===== src/rtl/spi_reg_ctrl_if.sv =====
// ---------------------------------------------------------------------------
// spi_reg_ctrl_if
// Groups the four SPI pins and the MISO output enable into one bundle.
// Signal names take the device's point of view.
//   spi_cs_i      chip select, active-low
//   spi_sclk_i    SPI clock, mode 0
//   spi_mosi_i    host -> device data, MSB first
//   spi_miso_o    device -> host data
//   spi_miso_oe_o MISO pad output enable
// The slave modport is for the register controller. The master modport is for
// the host or testbench side.
// ---------------------------------------------------------------------------
interface spi_reg_ctrl_if;
    logic spi_cs_i;
    logic spi_sclk_i;
    logic spi_mosi_i;
    logic spi_miso_o;
    logic spi_miso_oe_o;

    modport slave (
        input  spi_cs_i,
        input  spi_sclk_i,
        input  spi_mosi_i,
        output spi_miso_o,
        output spi_miso_oe_o
    );

    modport master (
        output spi_cs_i,
        output spi_sclk_i,
        output spi_mosi_i,
        input  spi_miso_o,
        input  spi_miso_oe_o
    );
endinterface


===== src/rtl/spi_reg_ctrl.sv =====
// ---------------------------------------------------------------------------
// spi_reg_ctrl
// SPI-slave register controller. It decodes 16-bit frames {W, A[6:0], D[7:0]}
// into accesses on a small register bank:
//   0x00 ID (RO)
//   0x01 PORT_OUT (RW)
//   0x02 PORT_IN (RO)
//   0x03 SCRATCH (RW)
//   0x04 FRAME_CNT (RO)
// Ports:
//   clk, rst      system clock; asynchronous active-high reset
//   spi           SPI pins, slave modport of spi_reg_ctrl_if
//   port_i        mixed-signal input; synchronized, read at 0x02
//   port_o        register 0x01
//   wr_strobe_o   one-cycle pulse when a write commits
//   wr_addr_o     address of the last committed write
// ---------------------------------------------------------------------------
module spi_reg_ctrl #(
    parameter logic [7:0] ID_VALUE     = 8'hD1,
    parameter logic [7:0] PORT_O_RESET = 8'h00
) (
    input  logic           clk,
    input  logic           rst,
    spi_reg_ctrl_if.slave  spi,
    input  logic [7:0]     port_i,
    output logic [7:0]     port_o,
    output logic           wr_strobe_o,
    output logic [6:0]     wr_addr_o
);

    typedef enum logic [2:0] {S_IDLE, S_CMD, S_DATA, S_COMMIT, S_WAIT} state_t;

    state_t      state_q, state_d;
    logic        cs_s1_q, cs_s2_q, cs_prev_q;
    logic        sclk_s1_q, sclk_s2_q, sclk_prev_q;
    logic        mosi_s1_q, mosi_s2_q;
    logic [7:0]  port_s1_q, port_s2_q;
    logic [3:0]  cnt_q, cnt_d;
    logic [7:0]  shift_q, shift_d;
    logic        w_q, w_d;
    logic [6:0]  addr_q, addr_d;
    logic [7:0]  miso_sr_q, miso_sr_d;
    logic        miso_q, miso_d;
    logic [7:0]  port_out_q, port_out_d;
    logic [7:0]  scratch_q, scratch_d;
    logic [7:0]  frame_cnt_q, frame_cnt_d;
    logic        wr_strobe_q, wr_strobe_d;
    logic [6:0]  wr_addr_q, wr_addr_d;
    logic        rise, fall, cs_fall, cs_rise;
    logic [6:0]  cmd_addr;
    logic [7:0]  rd_data;

    assign rise    =  sclk_s2_q & ~sclk_prev_q;
    assign fall    = ~sclk_s2_q &  sclk_prev_q;
    assign cs_fall = ~cs_s2_q   &  cs_prev_q;
    assign cs_rise =  cs_s2_q   & ~cs_prev_q;

    // Address as it stands once the 8th command bit is shifted in.
    assign cmd_addr = {shift_q[5:0], mosi_s2_q};

    always_comb begin
        case (cmd_addr)
            7'h00:   rd_data = ID_VALUE;
            7'h01:   rd_data = port_out_q;
            7'h02:   rd_data = port_s2_q;
            7'h03:   rd_data = scratch_q;
            7'h04:   rd_data = frame_cnt_q;
            default: rd_data = '0;
        endcase
    end

    always_comb begin
        state_d     = state_q;
        cnt_d       = cnt_q;
        shift_d     = shift_q;
        w_d         = w_q;
        addr_d      = addr_q;
        miso_sr_d   = miso_sr_q;
        miso_d      = 1'b0;
        port_out_d  = port_out_q;
        scratch_d   = scratch_q;
        frame_cnt_d = frame_cnt_q;
        wr_strobe_d = 1'b0;
        wr_addr_d   = wr_addr_q;
        case (state_q)
            S_IDLE: begin
                if (cs_fall) begin
                    state_d = S_CMD;
                    cnt_d   = '0;
                    shift_d = '0;
                end
            end
            S_CMD: begin
                if (cs_rise) begin
                    state_d = S_IDLE;
                end else if (rise) begin
                    shift_d = {shift_q[6:0], mosi_s2_q};
                    cnt_d   = cnt_q + 4'd1;
                    if (cnt_q == 4'd7) begin
                        w_d       = shift_q[6];
                        addr_d    = cmd_addr;
                        miso_sr_d = rd_data;
                        state_d   = S_DATA;
                    end
                end
            end
            S_DATA: begin
                miso_d = miso_q;
                if (cs_rise) begin
                    miso_d  = 1'b0;
                    state_d = S_IDLE;
                end else if (rise) begin
                    shift_d = {shift_q[6:0], mosi_s2_q};
                    cnt_d   = cnt_q + 4'd1;
                    if (cnt_q == 4'd15) begin
                        miso_d  = 1'b0;
                        state_d = S_COMMIT;
                    end
                end else if (fall) begin
                    miso_d    = miso_sr_q[7];
                    miso_sr_d = {miso_sr_q[6:0], 1'b0};
                end
            end
            S_COMMIT: begin
                frame_cnt_d = frame_cnt_q + 8'd1;
                if (w_q) begin
                    wr_strobe_d = 1'b1;
                    wr_addr_d   = addr_q;
                    if (addr_q == 7'h01) port_out_d = shift_q;
                    if (addr_q == 7'h03) scratch_d  = shift_q;
                end
                state_d = S_WAIT;
            end
            S_WAIT: begin
                // Level test: a CS rise that lands during COMMIT must still release WAIT.
                if (cs_s2_q) state_d = S_IDLE;
            end
            default: state_d = S_IDLE;
        endcase
    end

    always_ff @(posedge clk or posedge rst) begin
        if (rst) begin
            state_q     <= S_IDLE;
            cs_s1_q     <= 1'b1;
            cs_s2_q     <= 1'b1;
            cs_prev_q   <= 1'b1;
            sclk_s1_q   <= 1'b0;
            sclk_s2_q   <= 1'b0;
            sclk_prev_q <= 1'b0;
            mosi_s1_q   <= 1'b0;
            mosi_s2_q   <= 1'b0;
            port_s1_q   <= '0;
            port_s2_q   <= '0;
            cnt_q       <= '0;
            shift_q     <= '0;
            w_q         <= 1'b0;
            addr_q      <= '0;
            miso_sr_q   <= '0;
            miso_q      <= 1'b0;
            port_out_q  <= PORT_O_RESET;
            scratch_q   <= '0;
            frame_cnt_q <= '0;
            wr_strobe_q <= 1'b0;
            wr_addr_q   <= '0;
        end else begin
            state_q     <= state_d;
            cs_s1_q     <= spi.spi_cs_i;
            cs_s2_q     <= cs_s1_q;
            cs_prev_q   <= cs_s2_q;
            sclk_s1_q   <= spi.spi_sclk_i;
            sclk_s2_q   <= sclk_s1_q;
            sclk_prev_q <= sclk_s2_q;
            mosi_s1_q   <= spi.spi_mosi_i;
            mosi_s2_q   <= mosi_s1_q;
            port_s1_q   <= port_i;
            port_s2_q   <= port_s1_q;
            cnt_q       <= cnt_d;
            shift_q     <= shift_d;
            w_q         <= w_d;
            addr_q      <= addr_d;
            miso_sr_q   <= miso_sr_d;
            miso_q      <= miso_d;
            port_out_q  <= port_out_d;
            scratch_q   <= scratch_d;
            frame_cnt_q <= frame_cnt_d;
            wr_strobe_q <= wr_strobe_d;
            wr_addr_q   <= wr_addr_d;
        end
    end

    assign spi.spi_miso_o    = miso_q;
    assign spi.spi_miso_oe_o = ~cs_s2_q;
    assign port_o            = port_out_q;
    assign wr_strobe_o       = wr_strobe_q;
    assign wr_addr_o         = wr_addr_q;

endmodule

===== src/flat_wrapper.sv =====
// flat-port wrapper written by rule: the top's interface ports become plain ports
module spi_reg_ctrl_flat 
#(
    parameter logic [7:0] ID_VALUE     = 8'hD1,
    parameter logic [7:0] PORT_O_RESET = 8'h00
)
  (clk, rst, port_i, port_o, wr_strobe_o, wr_addr_o, spi_spi_cs_i, spi_spi_sclk_i, spi_spi_mosi_i, spi_spi_miso_o, spi_spi_miso_oe_o);
  spi_reg_ctrl_if spi_i ();
  input  logic clk;
  input  logic rst;
  input  logic [7:0] port_i;
  output logic [7:0] port_o;
  output logic wr_strobe_o;
  output logic [6:0] wr_addr_o;
  input wire logic [$bits(spi_i.spi_cs_i)-1:0] spi_spi_cs_i;
  input wire logic [$bits(spi_i.spi_sclk_i)-1:0] spi_spi_sclk_i;
  input wire logic [$bits(spi_i.spi_mosi_i)-1:0] spi_spi_mosi_i;
  output wire logic [$bits(spi_i.spi_miso_o)-1:0] spi_spi_miso_o;
  output wire logic [$bits(spi_i.spi_miso_oe_o)-1:0] spi_spi_miso_oe_o;
  assign spi_i.spi_cs_i = spi_spi_cs_i;
  assign spi_i.spi_sclk_i = spi_spi_sclk_i;
  assign spi_i.spi_mosi_i = spi_spi_mosi_i;
  assign spi_spi_miso_o = spi_i.spi_miso_o;
  assign spi_spi_miso_oe_o = spi_i.spi_miso_oe_o;
  spi_reg_ctrl #(.ID_VALUE(ID_VALUE), .PORT_O_RESET(PORT_O_RESET)) u_core (.clk(clk), .rst(rst), .spi(spi_i), .port_i(port_i), .port_o(port_o), .wr_strobe_o(wr_strobe_o), .wr_addr_o(wr_addr_o));
endmodule

===== config.mk =====
export PLATFORM = sky130hd
export DESIGN_NAME = spi_reg_ctrl_flat
export DESIGN_NICKNAME = d
export VERILOG_FILES = /design/src/rtl/spi_reg_ctrl_if.sv /design/src/rtl/spi_reg_ctrl.sv /design/src/flat_wrapper.sv
export SDC_FILE = /design/constraint.sdc
export NUM_CORES = 1
export LEC_CHECK = 0
export ABC_AREA = 1
export CAP_MARGIN = 10
export CORE_UTILIZATION = 55
export CTS_BUF_LIST = sky130_fd_sc_hd__clkbuf_4 sky130_fd_sc_hd__clkbuf_8
export DETAILED_ROUTE_END_ITERATION = 6
export DONT_BUFFER_PORTS = 1
export PLACE_DENSITY_LB_ADDON = 0.12
export SLEW_MARGIN = 30
export SYNTH_ARGS = -nofsm -noshare
export SYNTH_HDL_FRONTEND = slang
export SYNTH_SLANG_ARGS = --single-unit

===== constraint.sdc =====
create_clock -name clk -period 7 [get_ports clk]
set_clock_uncertainty 0.05 [all_clocks]
set_input_delay 2.1 -clock clk [delete_from_list [all_inputs] [get_ports clk]]
set_output_delay 2.1 -clock clk [all_outputs]
set_load 0.02 [all_outputs]

==> summary.md <==
| Metric | Value |
|---|---|
| Startpoint Class | register |
| Worst Tran Pin Value | 775.6 ps |
| Max Cap Viol | 0 |
| RSZ-0062 raised after global routing | false |
| Mean post-synth cell area | 9.415 um^2 |
| Top delay family on crit path | flip-flops |
| Synth Instances | 402 |
| Core area | 0.006495 mm^2 |
| Residual DRC | 4 |
| Clock-pin slew on the worst setup and hold paths | 90 ps |
| Post-CTS resize count | 0 |
| Flop-to-flop setup slack | 4790 ps |
| Routed vias | 2629 |
| Share of layout cells above drive strength 1 | 12.22% |
| Cell Area, Synth | 0.003785 mm^2 |
| Root buffer cell | clkbuf_8 |
| CTS max path bufs | 2 |
| Critical Path Fanout Max | 4 |
| Number of unique standard cell types used by synthesis | 31 |
| Worst vdd ir | 0.0001680 V |
| Layout area overhead | 6.413% |
| Vias in the first global route | 2473 |
| Number of diodes | 0 |
| Rel. slew slack | 48.29% |
| Port Buffer Count | 0 |
| FFs w/ async S/R, synth | 100.0% |
| Hold buffer count at cts | 0 |
| Worst-Skew Late Latency | 360 ps |
| Pins Over Slew Limit | 0 |
| Outcome | finished with violations |
| Worst Path Arrival | 1020 ps |
| ANT nets after route | 0 |
| Starting density of the core | 58.27% |
| Chip height | 84.96 um |
| Buf+Inv Stages, Crit Path | 1 |
| Seq/Total Area, Yosys | 58.28% |
| Num CTS Buffers | 9 |
| Critical Path Max Stage Delay | 550 ps |
| Hold WS | 301.4 ps |
| DR pass1 iterations | 7 |
| Die area | 0.007217 mm^2 |
| H-tree levels | 3 |
| CTS tree | built |
| Min-delay worst type | register to register |
| GRT Util Overall | 22.08% |
| Routability cong. | 0.8921 |
| 1st-iter DRT viols | 196 |
| Nets | 421 |
| Critical path class | register to output pin |
| CTS sink cnt | 88 |
| Commonest non-fill, non-tap cell in the layout | dfrtp_1 |
| DP HPWL | 4.873 mm |
| Final Critical Period | 3166 ps |
| Endpoints failing hold | 0 |
| Post-synth EDFFs | 0 |
| Via-to-Cell Ratio | 5.409 |
| Power per cell area | 317.6 mW/mm^2 |
| Leading area contributor after synthesis | dfrtp_1 |
| Die Wd | 84.96 um |
| Synth Register Bits | 88 |
| Worst setup EP type | output pin |
| Setup-failing EPs final | 0 |
| Final Cycle Share | 45.22% |
| Global route overflow | 0 |
| Leakage Power | 1.915 nW |
| Initial antenna violation count | 0 |
| Largest net degree at the start of global routing | 89 |
| Synthesis Warnings | 0 |
| CP required | 4850 ps |
| TNS Setup | 0 ps |
| Post-CTS setup buffer count | 0 |
| I/O Pins | 31 |
| Dominant cells by area after synthesis | dfrtp_1 56%, nand2_1 8.3%, nand3_1 6.2% |
| Worst-path cell chain | inv_1 |
| DR WL/cell | 14.56 um |
| Slowest cell on crit path | dfstp_2 |
| First-pass GRT wire length | 12.10 mm |
| Most frequent cells in the layout | 85 x dfrtp_1, 84 x nand2_1, 47 x nand3_1, 41 x inv_1, 38 x o21ai_0 |
| Dominant synthesized flop cell | dfrtp_1 |
| Share of the synthesized area in the top cell type | 56.20% |
| Failing checks | DRC |
| Drt total wl | 7.077 mm |
| Peak Freq | 0.3159 GHz |
| Post-Syn Nets | 419 |
| Cell Rows | 29 |
## per-stage QoR
step	std cells	util, %	total power, W	setup slack (ps)	cell area [um^2]
2_1_floorplan	402	-	0.0008740	2576	3785
3_3_place_gp	470	58.85	0.0009287	3872	3822
3_5_place_dp	470	58.91	0.0009330	4187	3826
4_1_cts	486	62.01	0.001287	3817	4028
5_1_grt	486	62.01	0.001367	3765	4028
6_report	486	62.01	0.001279	3834	4028
## state kept, by name, indices dropped and copies added (netlist names), 3 cells and up
name and flops:
u_core.scratch_q 8, u_core.addr_q 7, u_core.wr_addr_o 7, u_core.port_s1_q 8, u_core.shift_q 8, u_core.miso_sr_q 8, u_core.port_o 8, u_core.state_q 3
u_core.cnt_q 4, u_core.frame_cnt_q 8, u_core.port_s2_q 8
## layer usage
metal | part of all wire (%) | track usage (%)
met2 | 45 | 32.40
met4 | 1.7 | 8.166
met3 | 5.6 | 6.712
met5 | 0 | 0
met1 | 48 | 31.23
## synth_stat cells (all sizes together), types with 2 or more instances
library cell,instances
a21oi,7
buf,6
clkbuf,5
clkinv,2
dfrtp,85
dfstp,3
ha,4
inv,44
nand2,87
nand3,51
nand4,2
nor2,32
nor3,4
o211ai,2
o21ai,56
o21bai,3
xnor2,3
xor2,4
## power by group
group          switching (W)  internal, W
Sequential         0.0000430     0.000568
Combinational       0.000225    0.0000881
Clock               0.000177     0.000178
## area by class of cell
class | instances | area (um^2)
clock buffer | 11 | 145.1
clock inverter | 5 | 56.30
fill | 547 | 2467
inverter | 46 | 176.4
multi-input combinational | 257 | 1329
sequential | 88 | 2206
tap | 77 | 96.34
timing repair buffer | 2 | 18.77
## worst paths after layout
kind / from / to / cells after the start
worst min register to register: u_core.port_s1_q[5]$_DFF_PP0_ / u_core.port_s2_q[5]$_DFF_PP0_ / 0
worst max-delay path: u_core.cs_s2_q$_DFF_PP1_ / spi_spi_miso_oe_o / 1
worst min-delay path: u_core.port_s1_q[5]$_DFF_PP0_ / u_core.port_s2_q[5]$_DFF_PP0_ / 0
max in group asynchronous: rst / u_core.state_q[1]$_DFFE_PP0P_ / 2
min in group asynchronous: rst / u_core.mosi_s1_q$_DFF_PP0_ / 2
worst max register to register: u_core.sclk_prev_q$_DFF_PP0_ / u_core.miso_sr_q[2]$_DFFE_PP0P_ / 10
## logic make-up (layout without fill, tap and decap cells)
group / after synthesis / after routing / share of synthesized area [%]
xor+xnor: 7 / 7 / 1.620
flops: 88 / 88 / 58.28
simple gates: 177 / 177 / 21.19
fa+ha+maj: 4 / 4 / 1.322
compound gates: 69 / 69 / 10.97
buf+inv: 57 / 64 / 6.611
Note: power is estimated with default switching activity, not from simulation.
